`config.mk`:
```
export PLATFORM = sky130hd
export DESIGN_NAME = fkey_unpack_stream_flat
export DESIGN_NICKNAME = d
export VERILOG_FILES = /design/src/rtl/fkey_unpack_stream_pkg.sv /design/src/rtl/fkey_unpack_stream_if.sv /design/src/rtl/fkey_dec.sv /design/src/rtl/fkey_unpack_stream.sv /design/src/flat_wrapper.sv
export SDC_FILE = /design/constraint.sdc
export NUM_CORES = 1
export LEC_CHECK = 0
export CORE_MARGIN = 5
export CORE_UTILIZATION = 64
export DETAILED_ROUTE_END_ITERATION = 8
export DONT_BUFFER_PORTS = 1
export MAX_ROUTING_LAYER = met4
export PLACE_DENSITY = 0.8
export SYNTH_ARGS = -nofsm -noshare
export SYNTH_HDL_FRONTEND = slang
export SYNTH_HIERARCHICAL = 1
export SYNTH_SLANG_ARGS = --single-unit
```
`constraint.sdc`:
```
create_clock -name clk -period 4.5 [get_ports clk]
set_clock_uncertainty 0.1 [all_clocks]
set_input_delay 1.35 -clock clk [delete_from_list [all_inputs] [get_ports clk]]
set_output_delay 1.35 -clock clk [all_outputs]
set_load 0.05 [all_outputs]
```
`src/rtl/fkey_unpack_stream_pkg.sv`:
```
// Shared float-key definitions: field widths, the +0 key, and the key -> IEEE single decode.
package fkey_unpack_stream_pkg;

  localparam int EW = 8;
  localparam int MW = 23;
  localparam logic [31:0] KEY_ZERO = 32'h8000_0000;

  typedef struct packed {
    logic        illegal;
    logic [31:0] flt;
  } dec_t;

  typedef enum logic {
    ST_IDLE = 1'b0,
    ST_ACC  = 1'b1
  } pkt_st_e;

  // Exponent 0 is never produced by the encoder except as the +0 key, so any other such key is rejected.
  function automatic dec_t key2flt(input logic [31:0] key);
    dec_t          d;
    logic          s;
    logic [EW-1:0] e;
    logic [MW-1:0] m;
    s = ~key[31];
    e = key[31] ? key[EW+MW-1:MW] : ~key[EW+MW-1:MW];
    m = key[31] ? key[MW-1:0]     : ~key[MW-1:0];
    d.illegal = (e == '0) && (key != KEY_ZERO);
    d.flt     = d.illegal ? 32'h0000_0000 : {s, e, m};
    return d;
  endfunction

endpackage

```
`src/rtl/fkey_unpack_stream_if.sv`:
```
// Key-in / float-out stream bundle plus the per-packet summary sideband.
interface fkey_unpack_stream_if #(
  parameter int CNT_W = 16
);
  logic             in_valid;
  logic             in_ready;
  logic [31:0]      in_key;
  logic             in_last;
  logic             out_valid;
  logic             out_ready;
  logic [31:0]      out_data;
  logic             out_illegal;
  logic             out_last;
  logic             pkt_valid;
  logic [31:0]      pkt_min;
  logic [31:0]      pkt_max;
  logic [CNT_W-1:0] pkt_count;

  modport master (
    output in_valid, in_key, in_last, out_ready,
    input  in_ready, out_valid, out_data, out_illegal, out_last,
    input  pkt_valid, pkt_min, pkt_max, pkt_count
  );

  modport slave (
    input  in_valid, in_key, in_last, out_ready,
    output in_ready, out_valid, out_data, out_illegal, out_last,
    output pkt_valid, pkt_min, pkt_max, pkt_count
  );
endinterface

```
`src/rtl/fkey_dec.sv`:
```
// Combinational order-preserving key to IEEE single decoder.
module fkey_dec
  import fkey_unpack_stream_pkg::*;
(
  input  logic [31:0] i_key,
  output logic [31:0] o_flt,
  output logic        o_illegal
);

  dec_t w_dec;

  assign w_dec     = key2flt(i_key);
  assign o_flt     = w_dec.flt;
  assign o_illegal = w_dec.illegal;

endmodule

```
`src/rtl/fkey_unpack_stream.sv`:
```
// Two-stage valid/ready float-key decoder with a per-packet unsigned min/max/count reporter.
// state   | meaning
// ST_IDLE | no packet open; next accepted word starts one
// ST_ACC  | packet open; accumulating min/max/count
module fkey_unpack_stream
  import fkey_unpack_stream_pkg::*;
#(
  parameter int CNT_W = 16
)
(
  input  logic                 clk,
  input  logic                 rstn,
  fkey_unpack_stream_if.slave  s_bus
);

  logic             w_s1_en;
  logic             w_s2_en;
  logic             w_in_fire;
  logic             r_s1_v;
  logic             r_s1_last;
  logic [31:0]      r_s1_key;
  logic             r_s2_v;
  logic             r_s2_ill;
  logic             r_s2_last;
  logic [31:0]      r_s2_data;
  logic [31:0]      w_s1_flt;
  logic             w_s1_ill;

  pkt_st_e          r_st;
  pkt_st_e          w_st_nxt;
  logic [31:0]      r_min;
  logic [31:0]      r_max;
  logic [31:0]      w_min_nxt;
  logic [31:0]      w_max_nxt;
  logic [CNT_W-1:0] r_cnt;
  logic [CNT_W-1:0] w_cnt_nxt;
  logic             w_report;
  logic             r_pkt_v;
  logic [31:0]      r_pkt_min;
  logic [31:0]      r_pkt_max;
  logic [CNT_W-1:0] r_pkt_cnt;
  logic [31:0]      w_min_flt;
  logic [31:0]      w_max_flt;
  logic             w_min_ill;
  logic             w_max_ill;
  logic             w_unused_ill;

  // No skid buffer: ready ripples combinationally back from out_ready; held low while in reset.
  assign w_s2_en        = !r_s2_v || s_bus.out_ready;
  assign w_s1_en        = !r_s1_v || w_s2_en;
  assign s_bus.in_ready = rstn && w_s1_en;
  assign w_in_fire      = s_bus.in_valid && s_bus.in_ready;

  fkey_dec u_dec_s2  (.i_key(r_s1_key),  .o_flt(w_s1_flt),  .o_illegal(w_s1_ill));
  fkey_dec u_dec_min (.i_key(w_min_nxt), .o_flt(w_min_flt), .o_illegal(w_min_ill));
  fkey_dec u_dec_max (.i_key(w_max_nxt), .o_flt(w_max_flt), .o_illegal(w_max_ill));

  // Summary words are already forced to +0 when illegal, so the flag itself is not reported.
  assign w_unused_ill = w_min_ill ^ w_max_ill;

  always_ff @(posedge clk or negedge rstn) begin
    if (!rstn) begin
      r_s1_v    <= 1'b0;
      r_s1_key  <= '0;
      r_s1_last <= 1'b0;
    end else if (w_s1_en) begin
      r_s1_v <= s_bus.in_valid;
      if (s_bus.in_valid) begin
        r_s1_key  <= s_bus.in_key;
        r_s1_last <= s_bus.in_last;
      end
    end
  end

  always_ff @(posedge clk or negedge rstn) begin
    if (!rstn) begin
      r_s2_v    <= 1'b0;
      r_s2_data <= '0;
      r_s2_ill  <= 1'b0;
      r_s2_last <= 1'b0;
    end else if (w_s2_en) begin
      r_s2_v <= r_s1_v;
      if (r_s1_v) begin
        r_s2_data <= w_s1_flt;
        r_s2_ill  <= w_s1_ill;
        r_s2_last <= r_s1_last;
      end
    end
  end

  always_comb begin
    w_st_nxt  = r_st;
    w_min_nxt = r_min;
    w_max_nxt = r_max;
    w_cnt_nxt = r_cnt;
    w_report  = 1'b0;
    if (w_in_fire) begin
      case (r_st)
        ST_IDLE: begin
          w_min_nxt = s_bus.in_key;
          w_max_nxt = s_bus.in_key;
          w_cnt_nxt = CNT_W'(1);
        end
        ST_ACC: begin
          if (s_bus.in_key < r_min) w_min_nxt = s_bus.in_key;
          if (s_bus.in_key > r_max) w_max_nxt = s_bus.in_key;
          if (!(&r_cnt)) w_cnt_nxt = r_cnt + 1'b1;
        end
        default: ;
      endcase
      w_report = s_bus.in_last;
      w_st_nxt = s_bus.in_last ? ST_IDLE : ST_ACC;
    end
  end

  always_ff @(posedge clk or negedge rstn) begin
    if (!rstn) begin
      r_st      <= ST_IDLE;
      r_min     <= '0;
      r_max     <= '0;
      r_cnt     <= '0;
      r_pkt_v   <= 1'b0;
      r_pkt_min <= '0;
      r_pkt_max <= '0;
      r_pkt_cnt <= '0;
    end else begin
      r_st    <= w_st_nxt;
      r_min   <= w_min_nxt;
      r_max   <= w_max_nxt;
      r_cnt   <= w_cnt_nxt;
      r_pkt_v <= w_report;
      if (w_report) begin
        r_pkt_min <= w_min_flt;
        r_pkt_max <= w_max_flt;
        r_pkt_cnt <= w_cnt_nxt;
      end
    end
  end

  assign s_bus.out_valid   = r_s2_v;
  assign s_bus.out_data    = r_s2_data;
  assign s_bus.out_illegal = r_s2_ill;
  assign s_bus.out_last    = r_s2_last;
  assign s_bus.pkt_valid   = r_pkt_v;
  assign s_bus.pkt_min     = r_pkt_min;
  assign s_bus.pkt_max     = r_pkt_max;
  assign s_bus.pkt_count   = r_pkt_cnt;

endmodule

```
`src/flat_wrapper.sv`:
```
// flat-port wrapper written by rule: the top's interface ports become plain ports
module fkey_unpack_stream_flat import fkey_unpack_stream_pkg::*;
#(
  parameter int CNT_W = 16
)
  (clk, rstn, s_bus_in_valid, s_bus_in_key, s_bus_in_last, s_bus_out_ready, s_bus_in_ready, s_bus_out_valid, s_bus_out_data, s_bus_out_illegal, s_bus_out_last, s_bus_pkt_valid, s_bus_pkt_min, s_bus_pkt_max, s_bus_pkt_count);
  fkey_unpack_stream_if #(.CNT_W(CNT_W)) s_bus_i ();
  input  logic clk;
  input  logic rstn;
  input wire logic [$bits(s_bus_i.in_valid)-1:0] s_bus_in_valid;
  input wire logic [$bits(s_bus_i.in_key)-1:0] s_bus_in_key;
  input wire logic [$bits(s_bus_i.in_last)-1:0] s_bus_in_last;
  input wire logic [$bits(s_bus_i.out_ready)-1:0] s_bus_out_ready;
  output wire logic [$bits(s_bus_i.in_ready)-1:0] s_bus_in_ready;
  output wire logic [$bits(s_bus_i.out_valid)-1:0] s_bus_out_valid;
  output wire logic [$bits(s_bus_i.out_data)-1:0] s_bus_out_data;
  output wire logic [$bits(s_bus_i.out_illegal)-1:0] s_bus_out_illegal;
  output wire logic [$bits(s_bus_i.out_last)-1:0] s_bus_out_last;
  output wire logic [$bits(s_bus_i.pkt_valid)-1:0] s_bus_pkt_valid;
  output wire logic [$bits(s_bus_i.pkt_min)-1:0] s_bus_pkt_min;
  output wire logic [$bits(s_bus_i.pkt_max)-1:0] s_bus_pkt_max;
  output wire logic [$bits(s_bus_i.pkt_count)-1:0] s_bus_pkt_count;
  assign s_bus_i.in_valid = s_bus_in_valid;
  assign s_bus_i.in_key = s_bus_in_key;
  assign s_bus_i.in_last = s_bus_in_last;
  assign s_bus_i.out_ready = s_bus_out_ready;
  assign s_bus_in_ready = s_bus_i.in_ready;
  assign s_bus_out_valid = s_bus_i.out_valid;
  assign s_bus_out_data = s_bus_i.out_data;
  assign s_bus_out_illegal = s_bus_i.out_illegal;
  assign s_bus_out_last = s_bus_i.out_last;
  assign s_bus_pkt_valid = s_bus_i.pkt_valid;
  assign s_bus_pkt_min = s_bus_i.pkt_min;
  assign s_bus_pkt_max = s_bus_i.pkt_max;
  assign s_bus_pkt_count = s_bus_i.pkt_count;
  fkey_unpack_stream #(.CNT_W(CNT_W)) u_core (.clk(clk), .rstn(rstn), .s_bus(s_bus_i));
endmodule
```
==> results of run 1 <==
cell usage in the layout (no fill, tap or decap), types with 3 or more instances in the layout:
cell / count
a21o_1: 8
a21oi_1: 20
and2_1: 6
and3_1: 7
and4_1: 4
buf_12: 4
buf_4: 115
bufinv_16: 3
clkbuf_1: 5
clkbuf_16: 27
clkbuf_8: 5
clkinv_2: 4
dfrtp_1: 231
ha_1: 59
ha_4: 8
inv_1: 70
mux2_2: 101
mux2_4: 30
nand2_1: 228
nand2b_1: 4
nand3_1: 10
nand4_1: 28
nor2_1: 94
nor2_2: 4
nor3_1: 5
nor4_1: 10
nor4_2: 7
nor4_4: 6
o211ai_1: 5
o21ai_0: 14
o21ai_1: 3
o221a_4: 6
o31ai_1: 11
xnor2_1: 25
xor2_1: 77
sequential cells by signal, indices dropped and copies added, names as in the netlist, 16 cells and up:
signal                  cells
u_core/s_bus.pkt_min       32
u_core/s_bus.out_data      32
u_core/s_bus.pkt_count     16
u_core/r_cnt               16
u_core/r_min               32
u_core/r_s1_key            32
u_core/s_bus.pkt_max       32
u_core/r_max               32
power by group through the flow:
stage          combinational [uW]  clock [uW]  sequential, uW
5_1_grt                      4420        2210            5010
3_5_place_dp                 3640           0            4960
6_report                     4090        2090            4930
2_1_floorplan                2450           0            4730
3_3_place_gp                 3510           0            4940
4_1_cts                      3710        2110            4930
metal layers:
metal	GRT usage [%]	up-vias	wire length, um
li1	-	4132	-
met1	33.8	4525	12600
met2	48.2	379	16400
met3	7.34	131	2740
met4	10.5	0	1710
met5	-	-	0
cell families after synthesis:
logic type,Yosys count,synth area share (%)
adder cells (fa/ha/maj),67,6.87
XOR/XNOR,102,7.32
AO/OA/AOI/OAI,83,4.87
buffers and inverters,124,4.87
multiplexers,132,13.1
flip-flops,231,47.4
AND/OR/NAND/NOR,428,15.6
stage by stage:
step | hold slack (ps) | setup TNS (ps)
after floorplan | 372 | 0
after global placement | 387 | -15890
after detailed placement | 397 | -20760
after CTS | 416 | 0
after global routing | 409 | -3230
final | 412 | -1580
what timing repair did:
action,CTS,global route
setup endpoints to repair,24,48
hold buffers,0,0
resized for setup,3,43
buffers inserted,0,10
pin swaps,1,16
hold endpoints to repair,0,0
gates cloned,0,5
worst register-to-register path: cells and delay by family, from the launching register on:
family,cells,cell delay [ps]
compound gates,4,860
flops,1,410
fa+ha+maj,1,280
simple gates,7,1360
buf+inv,6,910
mux,1,320
area by class of cell:
class | count | area, um2
Antenna cell | 1 | 2.50
Tap cell | 234 | 293
Sequential cell | 231 | 5780
Fill cell | 1196 | 4350
Clock buffer | 35 | 713
Clock inverter | 8 | 118
Multi-Input combinational cell | 815 | 6150
Timing Repair Buffer | 124 | 1030
Inverter | 71 | 267
worst max path at each step:
stage	end	slack, ps	depth (start not counted)
2_1_floorplan	u_core/s_bus.pkt_max[10]	5	15
3_3_place_gp	u_core/s_bus.pkt_max[10]	-510	16
3_5_place_dp	u_core/s_bus.pkt_max[10]	-590	16
4_1_cts	u_core/s_bus.pkt_max[16]	50	17
5_1_grt	u_core/s_bus.pkt_max[19]	-150	18
6_report	u_core/s_bus.pkt_max[19]	-150	17
==> results.yml, run 1 <==
critical_path:
  r2r_end: "u_core/s_bus.pkt_max[19]"
  rrSetupSlack_ps: 190
  path_class: "primary input to flop"
  r2r-start: "u_core/r_max[10]"
  cp-startpoint: "s_bus_in_key[7]"
  crit_buf_inv: 4
  crit_chain: "ha_1 -> a21oi_1 -> o21ai_1 -> a221o_1 -> o311a_1 -> a31oi_4 -> buf_6 -> clkbuf_16 -> buf_4 -> mux2_4 -> nor4_2 -> nand4_1 -> buf_4 -> o221a_4 -> nor2_4 -> nand2_2 -> nand2_2"
  cp_max_fo: 6
  critPathMaxStageDelay_ps: 370
  slowest_stage: "a221o_1"
  start_kind: "primary input"
  r2r_cells: 19
  critical_path.top_delay_family: "compound AO/OA/AOI/OAI gates"
  cp-end-kind: "flop"
  cp.arrival_ps: 5000
  cp_data_required_time_ps: 4850
hold_path:
  min_to: "u_core/r_s1_key[30]"
  holdPathStages: 1
  worstHoldStart: "u_core/r_s1_key[30]"
  hold_path_class: "flop to flop"
clock_network:
  clk_pin_slew_worst_paths_ps: 60
  root_buffer: "clkbuf_16"
  cts_tree: "yes"
  htree_levels: 1
  clock_latency_ps: 520
  numClockSinks: 231
  numCtsBuffers: 25
  cts_buffer_depth: 3
placement:
  pre_cts_ws_ps: -593
  dp.cells: 1461
  portBuffers: 0
  placed_area_um2: 13100
  place_hpwl_mm: 21.9
  gp_congestion: 0.922
outcome:
  violations: "negative setup slack"
  status: "finished, violations left"
power:
  comb_power_share_pct: 36.8
  ir_drop_v: 0.000483
  total_power_uw: 11100
  power_frac_seq_pct: 44.4
  power_density_nw_per_um2: 774
  p_clk_share_pct: 18.8
  power.switching_uw: 5030
  p_leak_uw: 0.00699
  swShare_pct: 45.3
  intPower_uw: 6080
global_route:
  grt-ovfl-total: 0
  grt_pass1_wl_mm: 49.3
  first_global_vias: 9425
  grt.total_usage_pct: 28.8
  grt_max_degree: 236
  antenna_found_initial: 1
timing:
  period_share_pct: 103
  hold_viol_final: 0
  finalSetupViolations: 25
  tightest_slew_ps: 896
  final_max_slew_viol_count: 0
  fmax_mhz: 215
  min_period_ps: 4650
  setup_ws_ps: -149
  relSlewSlack_pct: 40.3
yosys:
  async_flop_share_pct: 100
  ys_seq_area_share_pct: 47.4
  avgSynthCellArea_um2: 10.5
  yosysMostFrequentCell: "dfrtp_1"
  synth_top_area_share_pct: 47.4
  synth_flop_cell: "dfrtp_1"
  synth_fp_nets: 1271
  yosys.area.top_type: "dfrtp_1"
  yosysWarnings: 6
  netlist_top_cells_area: "dfrtp_1 (47%), mux2_2 (9.3%), nand2_1 (7.1%), ha_1 (6.9%), xor2_1 (5.5%)"
  synth_commonest_cells: "dfrtp_1 (231), nand2_1 (230), mux2_2 (101), nor2_1 (100), xor2_1 (77)"
  syn-cell-area_um2: 12200
  synth_cell_types: 51
  synth_edf_count: 0
  netlist_instances: 1167
  synth_seq_cells: 231
die:
  fp.dieH_um: 148
  initial_core_util_pct: 65.2
  die_width_um: 148
  rows: 50
  dieArea_um2: 21900
  ios: 154
  coreArea_um2: 18700
drt:
  drc: 0
  vias_per_cell: 6.03
  totalWireLength_mm: 33.4
  drtIter0Drc: 685
  first_pass_iters: 5
  routedWlPerCell_um: 22.0
  ant_nets: 0
  vias: 9167
job:
  cap_viol_max_count: 0
final_layout:
  nets: 1372
  fin_util_pct: 76.7
  fin_cells: 1519
  stdcell_area_um2: 14400
  drive_gt1_share_pct: 26.4
  syn2layout_area_growth_pct: 17.7
No activity file was read; power rests on OpenSTA's default activity.
==> inputs of run 2 (changes only) <==
- CELL_PAD_IN_SITES_DETAIL_PLACEMENT: unset -> 2
- CELL_PAD_IN_SITES_GLOBAL_PLACEMENT: unset -> 2
- CORE_UTILIZATION: 64 -> 41
- CTS_CLUSTER_DIAMETER: unset -> 200
- PLACE_DENSITY: 0.8 -> unset
- PLACE_DENSITY_LB_ADDON: unset -> 0.1
==> results.yml, run 2 (synthesis results as in run 1) <==
placement:
  dp.cells: 1611
  place_hpwl_mm: 26.7
  placed_area_um2: 13200
  gp_congestion: 0.822
  portBuffers: 0
die:
  rows: 63
  ios: 154
  coreArea_um2: 29500
  die_width_um: 182
  fp.dieH_um: 182
  dieArea_um2: 33300
  initial_core_util_pct: 41.4
final_layout:
  fin_util_pct: 48.5
  nFillCells: 3072
  drive_gt1_share_pct: 24.2
  diodes: 0
  syn2layout_area_growth_pct: 17.1
  final_cell_mix: "dfrtp_1 (231), nand2_1 (230), buf_4 (103)"
  stdcell_area_um2: 14300
  fin_cells: 1662
  layout_commonest_cell: "dfrtp_1"
  nets: 1355
critical_path:
  cp-end-kind: "flop"
  r2r_cells: 16
  r2r_end: "u_core/s_bus.pkt_max[7]"
  cp-startpoint: "s_bus_in_key[5]"
  r2r-start: "u_core/r_max[10]"
  path_class: "primary input to flop"
  cp.arrival_ps: 4770
  critPathMaxStageDelay_ps: 390
  crit_top_cell: "nand2_1"
  slowest_stage: "o221a_4"
  crit_chain: "ha_1 -> a21oi_1 -> o21ai_0 -> a221o_1 -> o311a_1 -> a31oi_4 -> buf_12 -> buf_4 -> mux2_4 -> nor4b_2 -> nand4_1 -> o221a_4 -> nor2_1 -> nand2_1 -> nand2_1"
  start_kind: "primary input"
  crit_buf_inv: 2
  cp_max_fo: 24
  critical_path.top_delay_family: "compound AO/OA/AOI/OAI gates"
  cp_data_required_time_ps: 4880
  rrSetupSlack_ps: 490
timing:
  min_period_ps: 4400
  finalSetupViolations: 0
  tightest_slew_ps: 1090
  holdWs_ps: 400
  rsz0062_at_grt: "yes"
  final_max_slew_viol_count: 0
  period_share_pct: 97.7
  fmax_mhz: 227
  hold_viol_final: 0
  relSlewSlack_pct: 27.6
power:
  p_leak_uw: 0.00693
  total_power_uw: 11200
  ir_drop_v: 0.000279
  power_density_nw_per_um2: 783
drt:
  vias: 8821
  routedWlPerCell_um: 22.6
  first_pass_iters: 4
  vias_per_cell: 5.31
  drtIter0Drc: 370
  drc: 0
  totalWireLength_mm: 37.6
  ant_nets: 0
global_route:
  grt.total_usage_pct: 23.3
  grt_max_degree: 236
  grt-ovfl-total: 0
  antenna_found_initial: 0
  grt_pass1_wl_mm: 60.1
  first_global_vias: 10467
clock_network:
  cts_buffer_depth: 3
  postCtsSetupRepairBufs: 0
  clock_latency_ps: 550
  htree_levels: 1
  cts_tree: "yes"
  numClockSinks: 231
  numCtsBuffers: 28
  clk_pin_slew_worst_paths_ps: 60
  root_buffer: "clkbuf_16"
  hold_buffers: 0
outcome:
  status: "finished, final reports clean"
job:
  cap_viol_max_count: 0
hold_path:
  hold_path_class: "primary input to asynchronous set/reset pin"
## run 2: cell types whose count changed in the layout (fill, tap and decap cells not counted), sizes merged
cell	delta
clkinv	+2
clkbuf	+3
o221a	-3
buf	-15
diode	-1
bufinv	+1
## run 2: cell type report
class	count	area [um2]	share of cell area (%)
multi-input cells	812	5920	41.4
flip-flops and latches	231	5780	40.5
repair buffers	107	845	5.91
clock buffers	40	827	5.79
well taps	390	488	3.42
inverters	71	267	1.87
clock inverters	11	158	1.10
## run 2: layer usage
| layer | vias up | global-route usage, % | part of all wire [%] |
|---|---|---|---|
| met5 | - | - | 0 |
| met4 | 0 | 4.80 | 2.0 |
| met2 | 158 | 40.3 | 51 |
| met1 | 4537 | 28.2 | 41 |
| li1 | 4069 | - | - |
| met3 | 57 | 5.10 | 6.0 |
## run 2: how the worst max path moves through the flow
stage | endpoint | slack [ps] | depth (start not counted)
finish | u_core/s_bus.pkt_max[7] | 100 | 15
global route | u_core/s_bus.pkt_max[7] | -20 | 15
CTS | u_core/s_bus.pkt_min[17] | 40 | 15
detailed placement | u_core/s_bus.pkt_max[17] | -560 | 14
global placement | u_core/s_bus.pkt_max[14] | -550 | 15
floorplan | u_core/s_bus.pkt_max[10] | 5 | 15
## run 2: power breakdown
part	total [uW]	internal (uW)	switching [uW]
Sequential	4940	2810	2120
Combinational	3850	1880	1970
Clock	2400	1500	904
## run 2: through the flow
stage	TNS, ps	setup WS, ps
3_5_place_dp	-25170	-564
2_1_floorplan	0	4.90
4_1_cts	0	41.9
3_3_place_gp	-25260	-553
5_1_grt	-48.2	-16.5
6_report	0	104
## run 2: timing repair
| action | 4_1_cts | 5_1_grt |
|---|---|---|
| setup endpoints to repair | 11 | 48 |
| endpoints found under the hold margin | 0 | 0 |
| resized for setup | 3 | 9 |
| gates cloned | 0 | 0 |
| pin swaps | 0 | 1 |
